## config.mk

```make
export PLATFORM = sky130hd
export DESIGN_NAME = bin2bcd4_seq
export DESIGN_NICKNAME = d
export VERILOG_FILES = /design/src/rtl/bin2bcd4_seq.sv
export SDC_FILE = /design/constraint.sdc
export NUM_CORES = 1
export LEC_CHECK = 0
export BUFFER_PORTS_ARGS = -buffer_cell sky130_fd_sc_hd__buf_4
export CAP_MARGIN = 20
export CORE_ASPECT_RATIO = 0.8
export CORE_MARGIN = 3
export CORE_UTILIZATION = 35
export CTS_CLUSTER_SIZE = 12
export DETAILED_ROUTE_END_ITERATION = 8
export PLACE_DENSITY_LB_ADDON = 0.1
export SYNTH_ARGS = -nofsm -noshare
export SYNTH_HDL_FRONTEND = slang
export SYNTH_SLANG_ARGS = --single-unit
```

## constraint.sdc

```tcl
create_clock -name clk -period 2 [get_ports clk]
set_input_delay 0.2 -clock clk [delete_from_list [all_inputs] [get_ports clk]]
set_output_delay 0.2 -clock clk [all_outputs]
set_load 0.05 [all_outputs]
```

## src/rtl/bin2bcd4_seq.sv

```systemverilog
// rtl/bin2bcd4_seq.sv - sequential double-dabble binary to 4-digit BCD converter, one bit per clock
// Optional macro BIN2BCD_BLANK_LEADING_EN replaces leading zero digits with 4'hF (blank code).
module bin2bcd4_seq #(
  parameter int WIDTH = 14
) (
  input  logic             clk,
  input  logic             rst_n,
  input  logic [WIDTH-1:0] bin,
  input  logic             start,
  output logic             busy,
  output logic             done,
  output logic             ovf,
  output logic [3:0]       bcd0,
  output logic [3:0]       bcd1,
  output logic [3:0]       bcd2,
  output logic [3:0]       bcd3
);

  localparam logic [1:0] S_IDLE  = 2'd0;
  localparam logic [1:0] S_SHIFT = 2'd1;
  localparam logic [1:0] S_LOAD  = 2'd2;
  localparam int         CW      = $clog2(WIDTH) + 1;

  logic [1:0]       state_q, state_d;
  logic [WIDTH-1:0] sh_q, sh_d;
  logic [19:0]      acc_q, acc_d;
  logic [CW-1:0]    cnt_q, cnt_d;
  logic             ovf_pend_q, ovf_pend_d;
  logic             busy_q, busy_d;
  logic             done_q, done_d;
  logic             ovf_q, ovf_d;
  logic [15:0]      bcd_q, bcd_d;
  logic [15:0]      acc_adj;
  logic             ovf_now;

  // Digit 4 never reaches 5 for WIDTH <= 14, so only digits 0..3 need the add-3 step.
  always_comb begin
    acc_adj = acc_q[15:0];
    for (int i = 0; i < 4; i++) begin
      if (acc_q[4*i +: 4] >= 4'd5) begin
        acc_adj[4*i +: 4] = acc_q[4*i +: 4] + 4'd3;
      end
    end
  end

  assign ovf_now = ovf_pend_q | (|acc_q[19:16]);

  always_comb begin
    state_d    = state_q;
    sh_d       = sh_q;
    acc_d      = acc_q;
    cnt_d      = cnt_q;
    ovf_pend_d = ovf_pend_q;
    busy_d     = busy_q;
    done_d     = 1'b0;
    ovf_d      = ovf_q;
    bcd_d      = bcd_q;
    case (state_q)
      S_IDLE: begin
        if (start) begin
          sh_d       = bin;
          acc_d      = 20'h0;
          cnt_d      = '0;
          ovf_pend_d = (32'(bin) > 32'd9999);
          busy_d     = 1'b1;
          state_d    = S_SHIFT;
        end
      end
      S_SHIFT: begin
        acc_d = {acc_q[18:16], acc_adj, sh_q[WIDTH-1]};
        sh_d  = {sh_q[WIDTH-2:0], 1'b0};
        cnt_d = cnt_q + CW'(1);
        if (cnt_q == CW'(WIDTH - 1)) begin
          state_d = S_LOAD;
        end
      end
      S_LOAD: begin
        done_d  = 1'b1;
        busy_d  = 1'b0;
        state_d = S_IDLE;
        if (ovf_now) begin
          bcd_d = 16'h9999;
          ovf_d = 1'b1;
        end else begin
          bcd_d = acc_q[15:0];
          ovf_d = 1'b0;
`ifdef BIN2BCD_BLANK_LEADING_EN
          if (acc_q[15:12] == 4'h0) begin
            bcd_d[15:12] = 4'hF;
            if (acc_q[11:8] == 4'h0) begin
              bcd_d[11:8] = 4'hF;
              if (acc_q[7:4] == 4'h0) begin
                bcd_d[7:4] = 4'hF;
              end
            end
          end
`else
`endif
        end
      end
      default: begin
        busy_d  = 1'b0;
        state_d = S_IDLE;
      end
    endcase
  end

  always_ff @(posedge clk or negedge rst_n) begin
    if (!rst_n) begin
      state_q    <= S_IDLE;
      sh_q       <= '0;
      acc_q      <= 20'h0;
      cnt_q      <= '0;
      ovf_pend_q <= 1'b0;
      busy_q     <= 1'b0;
      done_q     <= 1'b0;
      ovf_q      <= 1'b0;
      bcd_q      <= 16'h0;
    end else begin
      state_q    <= state_d;
      sh_q       <= sh_d;
      acc_q      <= acc_d;
      cnt_q      <= cnt_d;
      ovf_pend_q <= ovf_pend_d;
      busy_q     <= busy_d;
      done_q     <= done_d;
      ovf_q      <= ovf_d;
      bcd_q      <= bcd_d;
    end
  end

  assign busy = busy_q;
  assign done = done_q;
  assign ovf  = ovf_q;
  assign bcd0 = bcd_q[3:0];
  assign bcd1 = bcd_q[7:4];
  assign bcd2 = bcd_q[11:8];
  assign bcd3 = bcd_q[15:12];

endmodule
```

**Word level (Yosys, flattened, before mapping)**

Cells that the tools add are included.

- Equal/unequal tests: 5
- Muxes and demuxes: 18
- Bitwise operators: 2
- Reductions and logical operators: 7
- Add/sub/neg operators: 5
- Order comparisons: 5

Operators by type and width:

| operator | number |
|---|---|
| one-hot mux 20 bit (2 select lines) | 1 |
| one-hot mux 14 bit (2 select lines) | 1 |
| two-way mux 20 bit | 1 |
| adder 4 x 2 -> 4 bit, second input constant | 4 |
| >= comparator 4 x 3 -> 1 bit, second input constant | 4 |
| two-way mux 16 bit | 1 |
| two-way mux 4 bit | 4 |
| greater-than comparator 14 bit, second input constant | 1 |
| two-way mux 14 bit | 1 |
| one-hot mux 5 bit (2 select lines) | 1 |
| AND reduction 2 bit | 4 |
| adder 5 x 1 -> 5 bit, second input constant | 1 |
| == test 5 x 4 -> 1 bit, second input constant | 1 |
| two-way mux 5 bit | 1 |
| two-way mux 2 bit | 2 |
| != test 2 bit, second input constant | 2 |
| one-hot mux 2 bit (2 select lines) | 1 |
| OR reduction 4 bit | 1 |
| two-way mux 1 bit | 3 |
| == test 2 x 1 -> 1 bit, second input constant | 1 |
| == test 2 bit, second input constant | 1 |
| logical NOT 2 bit | 1 |
| one-hot mux 1 bit (2 select lines) | 1 |
| nonzero test 2 bit | 1 |
| 2 further kinds | 2 |

- Register bits: 61
- Output and inout port bits: 19
- Word-level logic and storage cells: 51
- Input port bits: 17

**Logic depth before layout (Yosys ltp)**

- Depth in word-level cells: 3
- Gate-level depth with buffers: 6

**Least setup slack after synthesis**

Ideal clock, no wire load.

- Kind: reg2reg
- From: register acc_q[12]
- To: register acc_q[14]
- Data arrival time: 1458 ps
- Setup slack: 459 ps
- Clock period less this slack: 1541 ps
- Path buffers: 0
- Stages on the path, launching flop included: 7
- Setup time: 83 ps
- Cells stage by stage: dfrtp_1 inv_1 ha_1 nand2b_1 a21oi_1 mux2_2 o21ai_0

- Cells in the longest elaborated chain, start to end: 3
- Elaborated cells between the ends (all ways): 4
- Classes of those cells: add/sub (1); order compare (1); mux (2)

Ends and longest elaborated chain:

| element | RTL line | RTL |
|---|---|---|
| start: declaration | 26 | `logic [19:0] acc_q, acc_d;` |
| start signal: assignment | 112 | `acc_q <= 20'h0;` |
| start signal: assignment | 122 | `acc_q <= acc_d;` |
| adder 4 x 2 -> 4 bit or >= comparator 4 x 3 -> 1 bit (tied branches) | 41, 40 |  |
| two-way mux 4 bit * | 40 | `if (acc_q[4*i +: 4] >= 4'd5) begin` |
| one-hot mux 20 bit (2 select lines) * | 58 | `case (state_q)` |

Every way passes the cells marked *; elsewhere a longest branch is shown, timed or not.
A chain may end at the register's enable or synchronous reset.

**Worst setup path after layout**

Ends and elaborated chain as after synthesis.

==> results.toml <==
[status]
status = "finished, final reports clean"

[logic_synthesis]
yosys_warnings = 0
synth_edf_count = 0
synth.avg_cell_area_um2 = 10.1
synth_top_area_frac = 0.551
ys_ff_latch = 61
synth.area.top_cells = "dfrtp_1 55%, nor2_1 5.0%, nand2_1 4.9%"
ys_types = 37
synth_area_mm2 = 0.00277
ys_seq_area_frac = 0.551
synth_ff_type = "dfrtp_1"
syn_nets = 301
netlist_instances = 274
yosysTopAreaCell = "dfrtp_1"
async_reset_ff_frac = 1.00

[pwr]
p_sw_mw = 2.52
ir_drop_mv = 0.683
pwr-share-clk = 0.168
power.leakage_nw = 1.54
pwr-share-seq = 0.365
powerDensity_mw_per_mm2 = 1750
intPower_mw = 3.32
power_frac_comb = 0.467
switching_share = 0.432

[clocking]
cts-buffers-inserted = 9
cts_root_buf = "clkbuf_8"
clock_sinks = 61
path_clk_slew_ns = 0.06
cts_tree = "built"
clock_latency_ns = 0.33
ctsHoldBuffers = 1
cts-resized-gates = 0
post_cts_buffers = 0
htree_levels = 3
clockBufferDepth = 2

[timing]
rsz0062_at_grt = "no"
fmax_mhz = 590
post-route-min-period_ns = 1.69
drv_slew = 0
final.setup.tns_ns = 0
slew-limit-headroom = 0.638
fin_worst_skew_ns = 0.00489
tightest_slew_ns = 0.540
setup_viol = 0
finalCritPeriodShare = 0.847
fin_ws_ns = 0.306
finalHoldViolations = 0

[global_routing]
grt_overflow = 0
grt_max_degree = 32
grt_pass1_wl_um = 10700
antenna_found_initial = 0
grt_use_total = 0.152
grt_pass1_vias = 2076

[detailed_routing]
ant_nets = 0
vias = 2065
postRouteWirelength_um = 5990
viasPerCell = 4.86
drc = 0
drt-pass1-iter-count = 4
avgRoutedWirePerCell_um = 14.1
drt_iter0_drc = 59

[cells_and_area]
multi_input_area_mm2 = 0.00112
fin_cells = 425
drive_gt1_frac = 0.197
syn2layout_area_growth_pct = 20.8
layout_common_cells = "61 x dfrtp_1, 43 x buf_4, 37 x nor2_1"
final_common_cell = "dfrtp_1"
final_cell_area_mm2 = 0.00335
n_antenna_cell = 0
fin_util = 0.444
seqCellArea_mm2 = 0.00153
nNetsFinal = 343
fillCellCount = 756

[setup_path]
worstPathMaxFanout = 4
crit_type = "flop to flop"
cpPeakStageDelay_ns = 0.39
worstPathRequired_ns = 2.25
path_cells = "inv_1, ha_1, nand2b_1, a21oi_1, mux2_2, o21ai_0"
arrival_ns = 1.95
cp-end-kind = "flop"
startpoint_type = "flop"
slowest_stage = "dfrtp_1"

[die]
core_area_mm2 = 0.00753
dieArea_mm2 = 0.00902
die_y_um = 85.6
io_pins = 36
start_util = 0.368
die_x_um = 105
std_cell_rows = 28

[run]
cap_violations = 0

[placement]
placedInstanceArea_mm2 = 0.00316
dp_hpwl_um = 4120
place_inst = 409
place_congestion = 0.836
place.port_buffers = 35
pre_cts_slack_ns = 0.301

[min_path]
hold_path.class = "primary input to flop"
[flip-flops by register name, summed over array words and instances (netlist names)]
signal,count
ovf_pend_q,1
state_q,2
acc_q,20
bcd_q,16
busy,1
done,1
ovf,1
cnt_q,5
sh_q,14
[metrics by stage]
| stage | total power [mW] | hold WS [ns] |
|---|---|---|
| after CTS | 5.93 | 0.0366 |
| after global placement | 4.89 | 0.166 |
| after detailed placement | 4.91 | 0.164 |
| after global routing | 6.38 | 0.0541 |
| final | 5.84 | 0.0561 |
| after floorplan | 4.15 | -0.0956 |
[final cells by class]
cell class / instances / share of cell area
inverters: 11 / 0.0123
clock inverters: 1 / 0.00150
clock buffers: 14 / 0.0516
well taps: 105 / 0.0393
multi-input cells: 188 / 0.334
repair buffers: 45 / 0.105
flip-flops and latches: 61 / 0.456
[kinds of logic (layout without fill, tap and decap cells)]
group           after synthesis  in the layout  share of synthesized area
compound gates               61             61                      0.145
xor+xnor                      8              8                     0.0253
fa+ha+maj                    10             10                     0.0452
buf+inv                      25             71                     0.0456
flops                        61             61                      0.551
mux                           4              4                     0.0158
simple gates                105            105                      0.172
[metal layers]
| metal | part of all wire | GRT usage | vias up | routed length, um |
|---|---|---|---|---|
| li1 | - | - | 1039 | - |
| met1 | 0.50 | 0.213 | 996 | 3000 |
| met2 | 0.45 | 0.223 | 24 | 2700 |
| met3 | 0.037 | 0.0504 | 6 | 224 |
| met4 | 0.011 | 0.0465 | 0 | 68 |
| met5 | 0 | 0 | - | 0 |
[cell usage after synthesis, drive strengths merged, types with 4 or more instances]
cell and number:
xnor2 4, buf 9, ha 10, nand2 38
nand2b 5, clkbuf 5, o31ai 10, a21oi 6
a32o 4, nand3 13, inv 10, o21ai 15
a31oi 4, o22ai 16, dfrtp 61, xor2 4
nor2 37
[power by group through the flow]
stage | combinational [mW] | clock (mW) | sequential [mW]
finish | 2.73 | 0.984 | 2.13
global route | 3.06 | 1.09 | 2.22
CTS | 2.77 | 1.03 | 2.14
detailed placement | 2.76 | 0 | 2.15
global placement | 2.74 | 0 | 2.14
floorplan | 1.62 | 0 | 2.53
[worst paths after layout]
path                       slack [ns]                    end                  start  cells past startpoint
max in group asynchronous        1.16  acc_q[19]$_DFFE_PN0P_                  rst_n                      3
max                              0.31  acc_q[14]$_DFFE_PN0P_  acc_q[12]$_DFFE_PN0P_                      6
min in group asynchronous        0.34    sh_q[5]$_DFFE_PN0P_                  rst_n                      2
max reg2reg                      0.31  acc_q[14]$_DFFE_PN0P_  acc_q[12]$_DFFE_PN0P_                      6
min reg2reg                      0.47  bcd_q[15]$_DFFE_PN0P_  bcd_q[15]$_DFFE_PN0P_                      2
min                              0.06    sh_q[0]$_DFFE_PN0P_                 bin[0]                      3
[critical path, delay by kind of cell, from the launching register on]
kind / cells / cell delay (ns)
buf+inv: 1 / 0.14
compound gates: 2 / 0.42
flops: 1 / 0.39
fa+ha+maj: 1 / 0.23
simple gates: 1 / 0.07
mux: 1 / 0.37
(Power assumes the default switching activity.)
